## src/rtl/bus_initiator_pkg.sv

```systemverilog
// Shared types for the requester-side bus initiator: request record and FSM states.
package a3_bus_pkg;

    localparam int BUS_ADDR_W = 8;
    localparam int BUS_DATA_W = 8;

    typedef struct packed {
        logic                  write;
        logic [BUS_ADDR_W-1:0] addr;
        logic [BUS_DATA_W-1:0] wdata;
    } bus_req_t;

    typedef enum logic [1:0] {
        IDLE  = 2'd0,
        ISSUE = 2'd1,
        WAIT  = 2'd2,
        RESP  = 2'd3
    } bus_init_state_t;

endpackage

```

## src/rtl/bus_initiator_if.sv

```systemverilog
// Request channel, response channel and busctl-facing bus bundled for the initiator.
interface bus_initiator_if #(
    parameter int ADDR_W = 8,
    parameter int DATA_W = 8
);
    logic              req_valid;
    logic              req_ready;
    logic              req_write;
    logic [ADDR_W-1:0] req_addr;
    logic [DATA_W-1:0] req_wdata;

    logic              rsp_valid;
    logic              rsp_ready;
    logic              rsp_write;
    logic [DATA_W-1:0] rsp_rdata;

    logic              bus_write_en;
    logic [ADDR_W-1:0] bus_addr;
    logic [DATA_W-1:0] bus_wdata;
    logic [DATA_W-1:0] bus_rdata;

    logic              busy;

    // Initiator's own view of the bundle.
    modport master (
        input  req_valid, req_write, req_addr, req_wdata,
        output req_ready,
        output rsp_valid, rsp_write, rsp_rdata,
        input  rsp_ready,
        output bus_write_en, bus_addr, bus_wdata,
        input  bus_rdata,
        output busy
    );

    // Environment view: CPU side plus busctl.
    modport slave (
        output req_valid, req_write, req_addr, req_wdata,
        input  req_ready,
        input  rsp_valid, rsp_write, rsp_rdata,
        output rsp_ready,
        input  bus_write_en, bus_addr, bus_wdata,
        output bus_rdata,
        input  busy
    );
endinterface

```

## src/rtl/bus_initiator_req_fifo.sv

```systemverilog
// Synchronous show-ahead FIFO holding pending bus requests; the only request storage.
module bus_req_fifo
    import a3_bus_pkg::*;
#(
    parameter int WIDTH = $bits(bus_req_t),
    parameter int DEPTH = 4
) (
    input  logic                   clk,
    input  logic                   reset,
    input  logic                   push,
    input  logic [WIDTH-1:0]       wdata,
    input  logic                   pop,
    output logic [WIDTH-1:0]       rdata,
    output logic                   full,
    output logic                   empty,
    output logic [$clog2(DEPTH):0] count
);
    localparam int PTR_W = $clog2(DEPTH);
    localparam int CNT_W = PTR_W + 1;

    if (DEPTH < 2 || (DEPTH & (DEPTH - 1)) != 0) begin : g_depth_check
        $error("bus_req_fifo: DEPTH must be a power of 2 and >= 2");
    end

    logic [WIDTH-1:0] mem_q [DEPTH];
    logic [WIDTH-1:0] mem_d [DEPTH];
    logic [PTR_W-1:0] wr_ptr_q, wr_ptr_d;
    logic [PTR_W-1:0] rd_ptr_q, rd_ptr_d;
    logic [CNT_W-1:0] count_q, count_d;
    logic             do_push_s;
    logic             do_pop_s;

    assign full      = (count_q == CNT_W'(DEPTH));
    assign empty     = (count_q == '0);
    assign count     = count_q;
    assign rdata     = mem_q[rd_ptr_q];
    assign do_push_s = push && !full;
    assign do_pop_s  = pop && !empty;

    // Next-state for storage, pointers (wrapping at DEPTH) and occupancy.
    always_comb begin
        mem_d    = mem_q;
        wr_ptr_d = wr_ptr_q;
        rd_ptr_d = rd_ptr_q;
        if (do_push_s) begin
            mem_d[wr_ptr_q] = wdata;
            wr_ptr_d        = wr_ptr_q + PTR_W'(1);
        end else begin
            wr_ptr_d = wr_ptr_q;
        end
        if (do_pop_s) begin
            rd_ptr_d = rd_ptr_q + PTR_W'(1);
        end else begin
            rd_ptr_d = rd_ptr_q;
        end
        count_d = count_q + CNT_W'(do_push_s) - CNT_W'(do_pop_s);
    end

    // FIFO state registers.
    always_ff @(posedge clk) begin
        if (reset) begin
            for (int i = 0; i < DEPTH; i++) begin
                mem_q[i] <= '0;
            end
            wr_ptr_q <= '0;
            rd_ptr_q <= '0;
            count_q  <= '0;
        end else begin
            mem_q    <= mem_d;
            wr_ptr_q <= wr_ptr_d;
            rd_ptr_q <= rd_ptr_d;
            count_q  <= count_d;
        end
    end

endmodule

```

## src/rtl/bus_initiator.sv

```systemverilog
// Requester endpoint for the busctl bus: queues CPU requests, issues one bus op at a time,
// and returns in-order responses.
module bus_initiator
    import a3_bus_pkg::*;
#(
    parameter int ADDR_W   = BUS_ADDR_W,
    parameter int DATA_W   = BUS_DATA_W,
    parameter int READ_LAT = 1,
    parameter int QDEPTH   = 4
) (
    input  logic             clk,
    input  logic             reset,
    bus_initiator_if.master  bif
);
    localparam int REQ_W = $bits(bus_req_t);
    localparam int LAT_W = (READ_LAT < 1) ? 1 : $clog2(READ_LAT + 1);

    if (READ_LAT < 1 || QDEPTH < 2 || (QDEPTH & (QDEPTH - 1)) != 0 ||
        ADDR_W != BUS_ADDR_W || DATA_W != BUS_DATA_W) begin : g_param_check
        $error("bus_initiator: illegal READ_LAT/QDEPTH/width parameters");
    end

    bus_init_state_t       state_q, state_d;
    bus_req_t              op_q, op_d;
    logic [LAT_W-1:0]      cnt_q, cnt_d;
    logic                  rsp_valid_q, rsp_valid_d;
    logic                  rsp_write_q, rsp_write_d;
    logic [BUS_DATA_W-1:0] rsp_rdata_q, rsp_rdata_d;
    logic                  bus_write_en_q, bus_write_en_d;
    logic [BUS_ADDR_W-1:0] bus_addr_q, bus_addr_d;
    logic [BUS_DATA_W-1:0] bus_wdata_q, bus_wdata_d;

    logic                    fifo_push_s;
    logic                    fifo_pop_s;
    logic [REQ_W-1:0]        fifo_rdata_s;
    logic                    fifo_full_s;
    logic                    fifo_empty_s;
    logic [$clog2(QDEPTH):0] fifo_count_s;
    bus_req_t                head_s;
    bus_req_t                in_req_s;

    assign in_req_s    = '{write: bif.req_write, addr: bif.req_addr, wdata: bif.req_wdata};
    assign fifo_push_s = bif.req_valid && !fifo_full_s;
    assign head_s      = bus_req_t'(fifo_rdata_s);

    bus_req_fifo #(
        .WIDTH (REQ_W),
        .DEPTH (QDEPTH)
    ) u_req_fifo (
        .clk   (clk),
        .reset (reset),
        .push  (fifo_push_s),
        .wdata (in_req_s),
        .pop   (fifo_pop_s),
        .rdata (fifo_rdata_s),
        .full  (fifo_full_s),
        .empty (fifo_empty_s),
        .count (fifo_count_s)
    );

    // FSM next state; bus drive values are prepared one edge early so the bus pins are flops.
    always_comb begin
        state_d        = state_q;
        op_d           = op_q;
        cnt_d          = cnt_q;
        rsp_valid_d    = rsp_valid_q;
        rsp_write_d    = rsp_write_q;
        rsp_rdata_d    = rsp_rdata_q;
        bus_write_en_d = 1'b0;
        bus_addr_d     = '0;
        bus_wdata_d    = '0;
        fifo_pop_s     = 1'b0;

        case (state_q)
            IDLE: begin
                if (!fifo_empty_s) begin
                    fifo_pop_s = 1'b1;
                    state_d    = ISSUE;
                end else begin
                    state_d = IDLE;
                end
            end
            ISSUE: begin
                if (op_q.write) begin
                    state_d     = RESP;
                    rsp_valid_d = 1'b1;
                    rsp_write_d = 1'b1;
                    rsp_rdata_d = '0;
                end else begin
                    state_d = WAIT;
                    cnt_d   = LAT_W'(READ_LAT);
                end
            end
            WAIT: begin
                if (cnt_q == LAT_W'(1)) begin
                    state_d     = RESP;
                    cnt_d       = '0;
                    rsp_valid_d = 1'b1;
                    rsp_write_d = 1'b0;
                    rsp_rdata_d = bif.bus_rdata;
                end else begin
                    cnt_d = cnt_q - LAT_W'(1);
                end
            end
            RESP: begin
                if (bif.rsp_ready) begin
                    rsp_valid_d = 1'b0;
                    rsp_write_d = 1'b0;
                    rsp_rdata_d = '0;
                    if (!fifo_empty_s) begin
                        fifo_pop_s = 1'b1;
                        state_d    = ISSUE;
                    end else begin
                        state_d = IDLE;
                    end
                end else begin
                    state_d = RESP;
                end
            end
            default: begin
                state_d = IDLE;
            end
        endcase

        // Whatever leaves the queue is the op that the next ISSUE cycle drives onto the bus.
        if (fifo_pop_s) begin
            op_d           = head_s;
            bus_write_en_d = head_s.write;
            bus_addr_d     = head_s.addr;
            bus_wdata_d    = head_s.write ? head_s.wdata : '0;
        end else begin
            op_d = op_q;
        end
    end

    // FSM, operation, latency counter, response and bus output registers.
    always_ff @(posedge clk) begin
        if (reset) begin
            state_q        <= IDLE;
            op_q           <= '0;
            cnt_q          <= '0;
            rsp_valid_q    <= 1'b0;
            rsp_write_q    <= 1'b0;
            rsp_rdata_q    <= '0;
            bus_write_en_q <= 1'b0;
            bus_addr_q     <= '0;
            bus_wdata_q    <= '0;
        end else begin
            state_q        <= state_d;
            op_q           <= op_d;
            cnt_q          <= cnt_d;
            rsp_valid_q    <= rsp_valid_d;
            rsp_write_q    <= rsp_write_d;
            rsp_rdata_q    <= rsp_rdata_d;
            bus_write_en_q <= bus_write_en_d;
            bus_addr_q     <= bus_addr_d;
            bus_wdata_q    <= bus_wdata_d;
        end
    end

    assign bif.req_ready    = !fifo_full_s;
    assign bif.rsp_valid    = rsp_valid_q;
    assign bif.rsp_write    = rsp_write_q;
    assign bif.rsp_rdata    = rsp_rdata_q;
    assign bif.bus_write_en = bus_write_en_q;
    assign bif.bus_addr     = bus_addr_q;
    assign bif.bus_wdata    = bus_wdata_q;
    assign bif.busy         = (state_q != IDLE) || (fifo_count_s != '0);

endmodule

```

## src/flat_wrapper.sv

```systemverilog
// flat-port wrapper written by rule: the top's interface ports become plain ports
module bus_initiator_flat import a3_bus_pkg::*;
#(
    parameter int ADDR_W   = BUS_ADDR_W,
    parameter int DATA_W   = BUS_DATA_W,
    parameter int READ_LAT = 1,
    parameter int QDEPTH   = 4
)
  (clk, reset, bif_req_valid, bif_req_write, bif_req_addr, bif_req_wdata, bif_req_ready, bif_rsp_valid, bif_rsp_write, bif_rsp_rdata, bif_rsp_ready, bif_bus_write_en, bif_bus_addr, bif_bus_wdata, bif_bus_rdata, bif_busy);
  bus_initiator_if #(.ADDR_W(ADDR_W), .DATA_W(DATA_W)) bif_i ();
  input  logic clk;
  input  logic reset;
  input wire logic [$bits(bif_i.req_valid)-1:0] bif_req_valid;
  input wire logic [$bits(bif_i.req_write)-1:0] bif_req_write;
  input wire logic [$bits(bif_i.req_addr)-1:0] bif_req_addr;
  input wire logic [$bits(bif_i.req_wdata)-1:0] bif_req_wdata;
  output wire logic [$bits(bif_i.req_ready)-1:0] bif_req_ready;
  output wire logic [$bits(bif_i.rsp_valid)-1:0] bif_rsp_valid;
  output wire logic [$bits(bif_i.rsp_write)-1:0] bif_rsp_write;
  output wire logic [$bits(bif_i.rsp_rdata)-1:0] bif_rsp_rdata;
  input wire logic [$bits(bif_i.rsp_ready)-1:0] bif_rsp_ready;
  output wire logic [$bits(bif_i.bus_write_en)-1:0] bif_bus_write_en;
  output wire logic [$bits(bif_i.bus_addr)-1:0] bif_bus_addr;
  output wire logic [$bits(bif_i.bus_wdata)-1:0] bif_bus_wdata;
  input wire logic [$bits(bif_i.bus_rdata)-1:0] bif_bus_rdata;
  output wire logic [$bits(bif_i.busy)-1:0] bif_busy;
  assign bif_i.req_valid = bif_req_valid;
  assign bif_i.req_write = bif_req_write;
  assign bif_i.req_addr = bif_req_addr;
  assign bif_i.req_wdata = bif_req_wdata;
  assign bif_req_ready = bif_i.req_ready;
  assign bif_rsp_valid = bif_i.rsp_valid;
  assign bif_rsp_write = bif_i.rsp_write;
  assign bif_rsp_rdata = bif_i.rsp_rdata;
  assign bif_i.rsp_ready = bif_rsp_ready;
  assign bif_bus_write_en = bif_i.bus_write_en;
  assign bif_bus_addr = bif_i.bus_addr;
  assign bif_bus_wdata = bif_i.bus_wdata;
  assign bif_i.bus_rdata = bif_bus_rdata;
  assign bif_busy = bif_i.busy;
  bus_initiator #(.ADDR_W(ADDR_W), .DATA_W(DATA_W), .READ_LAT(READ_LAT), .QDEPTH(QDEPTH)) u_core (.clk(clk), .reset(reset), .bif(bif_i));
endmodule
```

## config.mk

```make
export PLATFORM = sky130hd
export DESIGN_NAME = bus_initiator_flat
export DESIGN_NICKNAME = d
export VERILOG_FILES = /design/src/rtl/bus_initiator_pkg.sv /design/src/rtl/bus_initiator_if.sv /design/src/rtl/bus_initiator_req_fifo.sv /design/src/rtl/bus_initiator.sv /design/src/flat_wrapper.sv
export SDC_FILE = /design/constraint.sdc
export NUM_CORES = 1
export LEC_CHECK = 0
export ABC_CLOCK_PERIOD_IN_PS = 7100
export CORE_MARGIN = 4
export CORE_UTILIZATION = 47
export CTS_BUF_LIST = sky130_fd_sc_hd__clkbuf_4
export DETAILED_ROUTE_END_ITERATION = 12
export HOLD_SLACK_MARGIN = 0.08
export PLACE_DENSITY = 0.7
export SLEW_MARGIN = 20
export SYNTH_ARGS = -nofsm -noshare
export SYNTH_HDL_FRONTEND = slang
export SYNTH_SLANG_ARGS = --single-unit
```

## constraint.sdc

```tcl
create_clock -name clk -period 7.1 [get_ports clk]
set_clock_uncertainty 0.2 [all_clocks]
set_input_delay 1.42 -clock clk [delete_from_list [all_inputs] [get_ports clk]]
set_output_delay 1.42 -clock clk [all_outputs]
set_load 0.005 [all_outputs]
```

==> flow_summary_export.csv <==
group,metric,value,unit
global_routing,grt_max_degree,58,
global_routing,grt_pass1_wl,15400,um
timing,min_period,3700,ps
worst_setup_path,crit_required,7260,ps
place,portBuffers,57,
power_and_ir_drop,p_seq_share,48.2,%
yosys,synth_area_leader_cell,"dfxtp_1",
yosys,avgSynthCellArea,10.8,um^2
timing,post-route-period-util,52.1,%
global_routing,first_global_vias,3178,
route,avgViaCountPerCell,5.20,
run_status,outcome,"completed",
clock_network,cts_buffers,9,
clock_network,postCtsResizedCells,0,
yosys,ys_ff_latch,106,
power_and_ir_drop,p_sw,0.464,mW
power_and_ir_drop,power_density,275,nW/um^2
route,drt-met1-wl,4290,um
power_and_ir_drop,p_comb_share,30.7,%
timing,tightest_slew,1130,ps
route,wl,9130,um
die,die_w,107,um
route,met3WireLength,253,um
worst_setup_path,path_class,"in -> reg",
yosys,ys_types,40,
timing,timing.fmax,0.270,GHz
clock_network,path_clk_slew,160,ps
yosys,syn_inst,425,
cells_and_area,mostFrequentLayoutCell,"dfxtp_1",
clock_network,cts_hold_buf,0,
place,place_congestion,0.771,
worst_setup_path,path_max_fanout,57,
cells_and_area,fin_nets,510,
yosys,synth_seq_area_share,46.4,%
cells_and_area,final_util,56.4,%
yosys,synth_top_area_share,46.4,%
route,route.met2.wl,4510,um
clock_network,clock_sinks,106,
die,dieArea,11400,um^2
global_routing,gr-total-overflow,0,
power_and_ir_drop,switching_share,32.0,%
cells_and_area,fill_cells,866,
route,dr.pass1.iters,4,
power_and_ir_drop,p_int,0.987,mW
route,dr.max_layer_used,"met4",
cells_and_area,antenna_cells,0,
timing,setup-violations-final,0,
power_and_ir_drop,vdd_drop_max,0.198,mV
die,die_h,107,um
yosys,netlist_area,4580,um^2
route,routed-via-count,3133,
yosys,syn-num-nets,466,
die,num_rows,35,
clock_network,insertion_delay,430,ps
route,routedWlPerCell,15.1,um
clock_network,clock_path_buffers,2,
place,dp_hpwl,5880,um
timing,rsz0062_at_grt,"false",
power_and_ir_drop,p_leak,2.26,nW
power_and_ir_drop,clock_power_share,21.1,%
yosys,synthArstFlopShare,0,%
timing,finalMaxSlewViolations,0,
timing,fin_tns_setup,0,ps
yosys,synthTopCellsByArea,"dfxtp_1 46%, mux2i_1 17%, nand2_1 8.3%",
global_routing,antenna_found_initial,0,
cells_and_area,area_growth,15.4,%
worst_setup_path,cp.arrival,3860,ps
clock_network,htree_levels,3,
cells_and_area,layout_common_cells,"106 x dfxtp_1, 101 x nand2_1, 78 x mux2i_1",
run,maxCapViolations,0,
worst_hold_path,hold_class,"reg -> reg",
die,start_util,48.8,%
route,drc_errors,0,
worst_setup_path,end_kind,"register",
clock_network,root_buffer,"clkbuf_4",
clock_network,cts_tree,"done",
timing,slew_headroom,24.5,%
worst_setup_path,start_kind,"primary input",
die,design.core.area,9370,um^2
yosys,yosys_most_used_dff,"dfxtp_1",
yosys,yosys_warnings,0,
clock_network,post_cts_buffers,0,
die,ios,58,
route,drt_iter0_markers,115,
route,postRouteAntennaNets,0,
yosys,synth_edf_count,0,
timing,hold_viol_final,0,
global_routing,grt_util_all_layers,16.8,%
cells_and_area,drive_gt1_share,10.5,%
-- path summary, 6_finish.rpt --
check                                                 from                           to  slack [ps]  cells past startpoint
worst min-delay path               u_core.bif.rsp_rdata[7]      u_core.bif.rsp_rdata[7]         270                      2
worst min register to register     u_core.bif.rsp_rdata[7]      u_core.bif.rsp_rdata[7]         270                      2
worst max register to register  u_core.u_req_fifo.count[1]   u_core.u_req_fifo.count[2]        4420                      9
worst max-delay path                                 reset  u_core.u_req_fifo.mem_q[59]        3400                      5
-- metrics by stage --
step | cell area, um^2 | worst slack, ps | total power, mW | cells | hold WS, ps
final | 5280 | 3400 | 1.45 | 603 | 267
after global routing | 5280 | 3230 | 1.54 | 603 | 289
after CTS | 5270 | 3420 | 1.46 | 603 | 269
after detailed placement | 5140 | 2970 | 1.15 | 587 | 247
after global placement | 5140 | 3110 | 1.14 | 587 | 240
after floorplan | 4580 | 3840 | 1.04 | 425 | 232
-- final cells by class --
class,count,area [um^2],area share (%)
inverter,10,37.5,0.711
clock inverter,5,53.8,1.02
sequential,106,2120,40.2
timing repair buffer,62,608,11.5
multi-input combinational,280,2220,42.0
clock buffer,11,82.6,1.56
tap,129,161,3.06
-- critical path: stages --
cell	delay, ps
clkdlybuf4s50_1	690
inv_2	700
buf_4	590
nand2_1	210
mux2i_1	210
-- cells in the mapped netlist, drive strengths merged, types with 5 or more instances --
master  number
nand2      101
nor3b        8
ha          11
a21oi        6
buf         17
mux4        16
nor2         5
and2b        7
nand3       11
dfxtp      106
clkbuf      12
nor2b        9
mux2i       78
inv         10
-- sequential cells by signal (all words and copies together), names as in the netlist, 2 cells and up --
name                        flops
u_core.state_q                  2
u_core.bif.bus_addr             8
u_core.u_req_fifo.mem_q        68
u_core.u_req_fifo.count         3
u_core.u_req_fifo.rd_ptr_q      2
u_core.u_req_fifo.wr_ptr_q      2
u_core.bif.rsp_rdata            8
u_core.bif.bus_wdata            8
-- power groups by stage --
stage / Clock (mW) / Sequential, mW / Combinational (mW)
after floorplan: 0 / 0.691 / 0.350
after global placement: 0 / 0.709 / 0.432
after detailed placement: 0 / 0.712 / 0.442
after CTS: 0.316 / 0.699 / 0.445
after global routing: 0.342 / 0.709 / 0.491
final: 0.306 / 0.699 / 0.445
-- kinds of logic (layout without fill, tap and decap cells) --
family                     after synthesis  count (layout)  synth area share (%)
and+or+nand+nor                        152             152                  16.1
muxes                                   96              96                  25.4
DFF                                    106             106                  46.4
xor gates and xnor gates                 2               2                 0.383
AOI/OAI and AO/OA                       18              18                  2.73
buffers and inverters                   39              88                  5.55
adders and majority gates               12              12                  3.44
-- routing by layer --
| metal | vias up | track usage, % |
|---|---|---|
| met4 | 0 | 4.66 |
| met5 | - | 0 |
| met3 | 5 | 3.55 |
| li1 | 1545 | - |
| met2 | 51 | 28.1 |
| met1 | 1532 | 21.9 |
No activity file was read; power rests on OpenSTA's default activity.
